$ cat src/rtl/jit_inst_sequencer_pkg.sv
// Shared definitions for the bytecode-to-ARM emission sequencer: default widths,
// FSM state encoding, patch selector codes and the continuation-flag position.
package jit_inst_sequencer_pkg;

    localparam int DEF_OPC_W     = 8;
    localparam int DEF_ADR_W     = 7;
    localparam int DEF_INSN_W    = 32;
    localparam int DEF_OPR_W     = 16;
    localparam int DEF_MAX_WORDS = 16;

    // rom_idx = {chain_flag, key}; the flag sits just above the opcode bits.
    localparam int CHAIN_FLAG_BIT = DEF_OPC_W;

    localparam int IMM8_W  = 8;
    localparam int IMM12_W = 12;

    typedef enum logic [1:0] {
        ST_IDLE   = 2'd0,
        ST_LOOKUP = 2'd1,
        ST_FETCH  = 2'd2,
        ST_EMIT   = 2'd3
    } state_t;

    typedef enum logic [1:0] {
        PATCH_NONE  = 2'd0,
        PATCH_IMM8  = 2'd1,
        PATCH_IMM12 = 2'd2,
        PATCH_RSVD  = 2'd3
    } patch_t;

endpackage

$ cat src/rtl/jit_inst_sequencer_patch_unit.sv
// Combinational immediate patcher: splices the low operand bits into an ARM
// template word according to the template's patch selector.
module jit_inst_sequencer_patch_unit
    import jit_inst_sequencer_pkg::*;
#(
    parameter int INSN_W = DEF_INSN_W,
    parameter int OPR_W  = DEF_OPR_W
) (
    input  logic [INSN_W-1:0] insn,
    input  logic [1:0]        patch_sel,
    input  logic [OPR_W-1:0]  operand,
    output logic [INSN_W-1:0] patched
);

    logic sel_imm8;
    logic sel_imm12;
    logic unused_operand_hi;

    assign sel_imm8  = (patch_sel == PATCH_IMM8);
    assign sel_imm12 = (patch_sel == PATCH_IMM12);

    // Only the low 12 operand bits can ever reach an immediate field.
    assign unused_operand_hi = ^operand[OPR_W-1:IMM12_W];

    genvar gi;
    generate
        for (gi = 0; gi < INSN_W; gi++) begin : g_bit
            if (gi < IMM8_W) begin : g_imm8
                assign patched[gi] = (sel_imm8 | sel_imm12) ? operand[gi] : insn[gi];
            end else if (gi < IMM12_W) begin : g_imm12
                assign patched[gi] = sel_imm12 ? operand[gi] : insn[gi];
            end else begin : g_pass
                assign patched[gi] = insn[gi];
            end
        end
    endgenerate

endmodule

$ cat src/rtl/jit_inst_sequencer.sv
// Bytecode-to-ARM emission sequencer: looks up a template start address per JVM
// bytecode, walks the template ROM, patches immediates and streams ARM words.
module jit_inst_sequencer
    import jit_inst_sequencer_pkg::*;
#(
    parameter int OPC_W     = DEF_OPC_W,
    parameter int ADR_W     = DEF_ADR_W,
    parameter int INSN_W    = DEF_INSN_W,
    parameter int OPR_W     = DEF_OPR_W,
    parameter int MAX_WORDS = DEF_MAX_WORDS
) (
    input  logic              clk,
    input  logic              rst,
    input  logic              bc_valid,
    output logic              bc_ready,
    input  logic [OPC_W-1:0]  bc_opcode,
    input  logic [OPR_W-1:0]  bc_operand,
    output logic [OPC_W:0]    rom_idx,
    input  logic [ADR_W-1:0]  rom_adr,
    output logic [ADR_W-1:0]  tpl_adr,
    input  logic [INSN_W-1:0] tpl_insn,
    input  logic [1:0]        tpl_patch,
    input  logic              tpl_last,
    input  logic              tpl_chain_en,
    input  logic [OPC_W-1:0]  tpl_chain,
    output logic              out_valid,
    input  logic              out_ready,
    output logic [INSN_W-1:0] out_insn,
    output logic              out_last,
    output logic              err_unsup,
    output logic              err_ovr
);

    localparam int CNT_W = $clog2(MAX_WORDS + 1);

    state_t              state_reg,    state_next;
    logic [OPC_W:0]      rom_idx_reg,  rom_idx_next;
    logic [ADR_W-1:0]    tpl_adr_reg,  tpl_adr_next;
    logic [OPR_W-1:0]    operand_reg,  operand_next;
    logic [CNT_W-1:0]    cnt_reg,      cnt_next;
    logic [INSN_W-1:0]   insn_reg,     insn_next;
    logic                last_reg,     last_next;
    logic                chain_en_reg, chain_en_next;
    logic [OPC_W-1:0]    chain_reg,    chain_next;
    logic                err_ovr_reg,  err_ovr_next;
    logic                unsup_hit;
    logic [CNT_W-1:0]    cnt_inc;
    logic [INSN_W-1:0]   patched_insn;

    jit_inst_sequencer_patch_unit #(
        .INSN_W (INSN_W),
        .OPR_W  (OPR_W)
    ) u_patch (
        .insn      (tpl_insn),
        .patch_sel (tpl_patch),
        .operand   (operand_reg),
        .patched   (patched_insn)
    );

    assign cnt_inc = cnt_reg + 1'b1;

    always_ff @(posedge clk) begin
        if (rst) begin
            state_reg    <= ST_IDLE;
            rom_idx_reg  <= '0;
            tpl_adr_reg  <= '0;
            operand_reg  <= '0;
            cnt_reg      <= '0;
            insn_reg     <= '0;
            last_reg     <= 1'b0;
            chain_en_reg <= 1'b0;
            chain_reg    <= '0;
            err_ovr_reg  <= 1'b0;
        end else begin
            state_reg    <= state_next;
            rom_idx_reg  <= rom_idx_next;
            tpl_adr_reg  <= tpl_adr_next;
            operand_reg  <= operand_next;
            cnt_reg      <= cnt_next;
            insn_reg     <= insn_next;
            last_reg     <= last_next;
            chain_en_reg <= chain_en_next;
            chain_reg    <= chain_next;
            err_ovr_reg  <= err_ovr_next;
        end
    end

    always_comb begin
        state_next    = state_reg;
        rom_idx_next  = rom_idx_reg;
        tpl_adr_next  = tpl_adr_reg;
        operand_next  = operand_reg;
        cnt_next      = cnt_reg;
        insn_next     = insn_reg;
        last_next     = last_reg;
        chain_en_next = chain_en_reg;
        chain_next    = chain_reg;
        err_ovr_next  = 1'b0;
        unsup_hit     = 1'b0;

        case (state_reg)
            ST_IDLE: begin
                if (bc_valid) begin
                    operand_next = bc_operand;
                    rom_idx_next = {1'b0, bc_opcode};
                    cnt_next     = '0;
                    state_next   = ST_LOOKUP;
                end
            end
            ST_LOOKUP: begin
                if (rom_adr == '0) begin
                    unsup_hit  = 1'b1;
                    state_next = ST_IDLE;
                end else begin
                    tpl_adr_next = rom_adr;
                    state_next   = ST_FETCH;
                end
            end
            ST_FETCH: begin
                // Template word is valid while tpl_adr holds its new address.
                insn_next     = patched_insn;
                last_next     = tpl_last;
                chain_en_next = tpl_chain_en;
                chain_next    = tpl_chain;
                state_next    = ST_EMIT;
            end
            ST_EMIT: begin
                if (out_ready) begin
                    cnt_next = cnt_inc;
                    if (last_reg) begin
                        state_next = ST_IDLE;
                    end else if (cnt_inc == CNT_W'(MAX_WORDS)) begin
                        err_ovr_next = 1'b1;
                        state_next   = ST_IDLE;
                    end else if (chain_en_reg) begin
                        rom_idx_next = {1'b1, chain_reg};
                        state_next   = ST_LOOKUP;
                    end else if (tpl_adr_reg == '1) begin
                        err_ovr_next = 1'b1;
                        state_next   = ST_IDLE;
                    end else begin
                        tpl_adr_next = tpl_adr_reg + 1'b1;
                        state_next   = ST_FETCH;
                    end
                end
            end
            default: state_next = ST_IDLE;
        endcase
    end

    // Handshake and error outputs are forced low while reset is held.
    assign bc_ready  = (state_reg == ST_IDLE) && !rst;
    assign out_valid = (state_reg == ST_EMIT) && !rst;
    assign out_last  = last_reg && out_valid;
    assign out_insn  = insn_reg;
    assign rom_idx   = rom_idx_reg;
    assign tpl_adr   = tpl_adr_reg;
    assign err_unsup = unsup_hit && !rst;
    assign err_ovr   = err_ovr_reg && !rst;

endmodule
$ cat config.mk
export PLATFORM = sky130hd
export DESIGN_NAME = jit_inst_sequencer
export DESIGN_NICKNAME = d
export VERILOG_FILES = /design/src/rtl/jit_inst_sequencer_pkg.sv /design/src/rtl/jit_inst_sequencer_patch_unit.sv /design/src/rtl/jit_inst_sequencer.sv
export SDC_FILE = /design/constraint.sdc
export NUM_CORES = 1
export LEC_CHECK = 0
export CORE_ASPECT_RATIO = 2
export CORE_UTILIZATION = 45
export CTS_BUF_LIST = sky130_fd_sc_hd__clkbuf_4
export CTS_CLUSTER_DIAMETER = 50
export DETAILED_ROUTE_END_ITERATION = 10
export HOLD_SLACK_MARGIN = 0.12
export PLACE_DENSITY = 0.82
export SLEW_MARGIN = 20
export SYNTH_ARGS = -nofsm -noshare
export SYNTH_HDL_FRONTEND = slang
export SYNTH_SLANG_ARGS = --single-unit
$ cat constraint.sdc
create_clock -name clk -period 1.8 [get_ports clk]
set_input_delay 0.18 -clock clk [delete_from_list [all_inputs] [get_ports clk]]
set_output_delay 0.18 -clock clk [all_outputs]
set_load 0.02 [all_outputs]
==> impl_metrics.env <==
export IMPL_clock_fmax_mhz=583
export IMPL_dpl_hpwl_um=7050
export IMPL_drt_iter0_drc=146
export IMPL_cts_sinks=78
export IMPL_grt_pass1_vias=3533
export IMPL_relSlewSlack=0.699
export IMPL_core_area_um2=7320
export IMPL_ctsHoldBuffers=0
export IMPL_ys_types=41
export IMPL_synth_edf_count=0
export IMPL_wl_per_cell_um=14.5
export IMPL_clock_latency_ns=0.44
export IMPL_nFillCells=599
export IMPL_grt_pass1_wl_um=15500
export IMPL_die_area_um2=8000
export IMPL_finalCriticalPeriod_ns=1.72
export IMPL_finalHoldViolations=0
export IMPL_cp_start_kind="flop"
export IMPL_outcome="completed"
export IMPL_vias=3471
export IMPL_synth_top_family_by_area="simple AND/OR/NAND/NOR gates"
export IMPL_die_y_um=125
export IMPL_final_cells=649
export IMPL_syn_nets=501
export IMPL_setup_viol=0
export IMPL_cap_violations=0
export IMPL_cts_root_buf="clkbuf_4"
export IMPL_fp_row_count=44
export IMPL_clockBufferDepth=2
export IMPL_dp_cells=632
export IMPL_hold_ws_ns=0.141
export IMPL_p_leak_nw=1.87
export IMPL_synth_area_leaders="dfxtp_1, nand2_1, a21oi_1"
export IMPL_ys_flop_type="dfxtp_1"
export IMPL_placed_cell_area_um2=4870
export IMPL_synth_compound_area_frac=0.205
export IMPL_place_congestion=0.880
export IMPL_syn_inst=419
export IMPL_synth_adder_area_share=0.0109
export IMPL_fp_dieW_um=63.7
export IMPL_multi_input_area_um2=1740
export IMPL_grt_max_degree=41
export IMPL_ant_nets=0
export IMPL_cts_htree_levels=3
export IMPL_p_per_area_nw_per_um2=834
export IMPL_start_util=0.468
export IMPL_final_layout_size_suffix_gt1_frac=0.121
export IMPL_hold_class="in2reg"
export IMPL_cts_made_buffers=9
export IMPL_ys_seq_elements=78
export IMPL_seqCellArea_um2=1560
export IMPL_place_worst_setup_slack_ns=-0.329
export IMPL_async_reset_ff_frac=0
export IMPL_io_pins=132
export IMPL_drt_pass1_iter_count=6
export IMPL_cts_tree="done"
export IMPL_area_growth_syn_to_layout_pct=48.4
export IMPL_synthXorXnorAreaFrac=0
export IMPL_cp_end_kind="output port"
export IMPL_layout_setup_ws_ns=0.0837
export IMPL_vias_per_cell=5.35
export IMPL_synth_avg_cell_area_um2=8.19
export IMPL_clk_pin_slew_ns=0.11
export IMPL_post_cts_buffers=0
export IMPL_yosys_area_share_simple=0.235
export IMPL_io_buffers=127
export IMPL_fin_crit_sh=0.954
export IMPL_wl_um=9400
export IMPL_tightest_slew_ns=0.451
export IMPL_grt_overflow=0
export IMPL_path_class="reg2out"
export IMPL_grtUsageTotal=0.246
export IMPL_synth_mux_area_frac=0.0471
export IMPL_netlist_top_cell_by_area="dfxtp_1"
export IMPL_clock_skew_ns=0.0110
export IMPL_ys_seq_area_frac=0.455
export IMPL_design_area_um2=5090
export IMPL_antenna_found_initial=1
export IMPL_drc=0
export IMPL_cp_max_fo=7
export IMPL_setup_tns_ns=0
export IMPL_largest_reg_flops=32
export IMPL_cp_arrival_ns=1.54
export IMPL_synth_area_um2=3430
export IMPL_yosysWarningCount=0
export IMPL_report_final_slew_viol_count=0
export IMPL_yosys_area_top_type_share=0.455
export IMPL_final_nets=633
export IMPL_crit_required_ns=1.62
export IMPL_peakVddDrop_v=0.000594
export IMPL_rsz0062_at_grt="false"
==> worst max-delay path, stage by stage, from the launching register on <==
cell,delay [ns]
dfxtp_1,0.40
buf_4,0.20
nor3_1,0.17
clkdlybuf4s15_1,0.34
==> layout make-up <==
class                      instances  share of cell area
clock inverter                     4              0.0187
sequential                        78               0.307
antenna                            1            0.000492
multi-input combinational        304               0.342
tap                               92              0.0226
clock buffer                      12              0.0177
timing repair buffer             153               0.287
inverter                           5             0.00369
==> power by group <==
group | switching [W] | internal (W)
sequential | 0.0000878 | 0.00185
clock | 0.000585 | 0.000749
combinational | 0.000479 | 0.000490
total | 0.00115 | 0.00309
==> worst paths after layout <==
path	start	endpoint	slack, ns	cells past startpoint
worst min-delay path	rst	operand_reg[0]	0.14	2
worst max register to register	cnt_reg[0]	rom_idx[1]	0.10	5
worst min register to register	out_insn[21]	out_insn[21]	0.46	2
worst max-delay path	state_reg[0]	bc_ready	0.08	3
==> per-stage QoR <==
step | total power [W] | utilization
floorplan | 0.00246 | -
global placement | 0.00292 | 0.665
detailed placement | 0.00294 | 0.665
CTS | 0.00426 | 0.692
global route | 0.00442 | 0.695
finish | 0.00424 | 0.695
==> cell usage after synthesis (all sizes together) (9+ instances only) <==
library cell,number
clkbuf,23
a21oi,53
mux2i,15
nor2,22
a311oi,12
nor3,16
a211oi,14
nand2,114
dfxtp,78
buf,9
==> cell families after synthesis <==
| group | count (synthesis) |
|---|---|
| adder cells (fa/ha/maj) | 3 |
| AND/OR/NAND/NOR | 185 |
| AO/OA/AOI/OAI | 100 |
| buffers and inverters | 37 |
| flip-flops | 78 |
| multiplexers | 16 |
==> cells in the final DEF (no fill, tap or decap), drive strengths merged, types with 2 or more instances in the layout <==
master and count:
clkbuf 12, and2 5, nor4 2, nor2b 5
dfxtp 78, bufinv 3, buf 29, o22ai 3
nor3 16, ha 3, a22oi 2, a21oi 53
a211oi 14, mux2i 15, clkdlybuf4s15 2, nand2 114
nand4 3, a311oi 12, nor2 22, o221ai 2
inv 5, o21ai 5, clkdlybuf4s50 121, and3 5
nand3 5, a31oi 5, and2b 2
==> per-layer routing <==
metal  GRT usage  part of all wire
met1       0.238              0.37
met2       0.462              0.55
met4       0.132             0.031
met3      0.0566             0.054
met5           0                 0
==> repair_timing <==
action / CTS / global route
endpoints found under the setup margin: 4 / 15
resized for setup: 15 / 10
pin swaps: 1 / 0
Power figures use the tool's default switching activity.
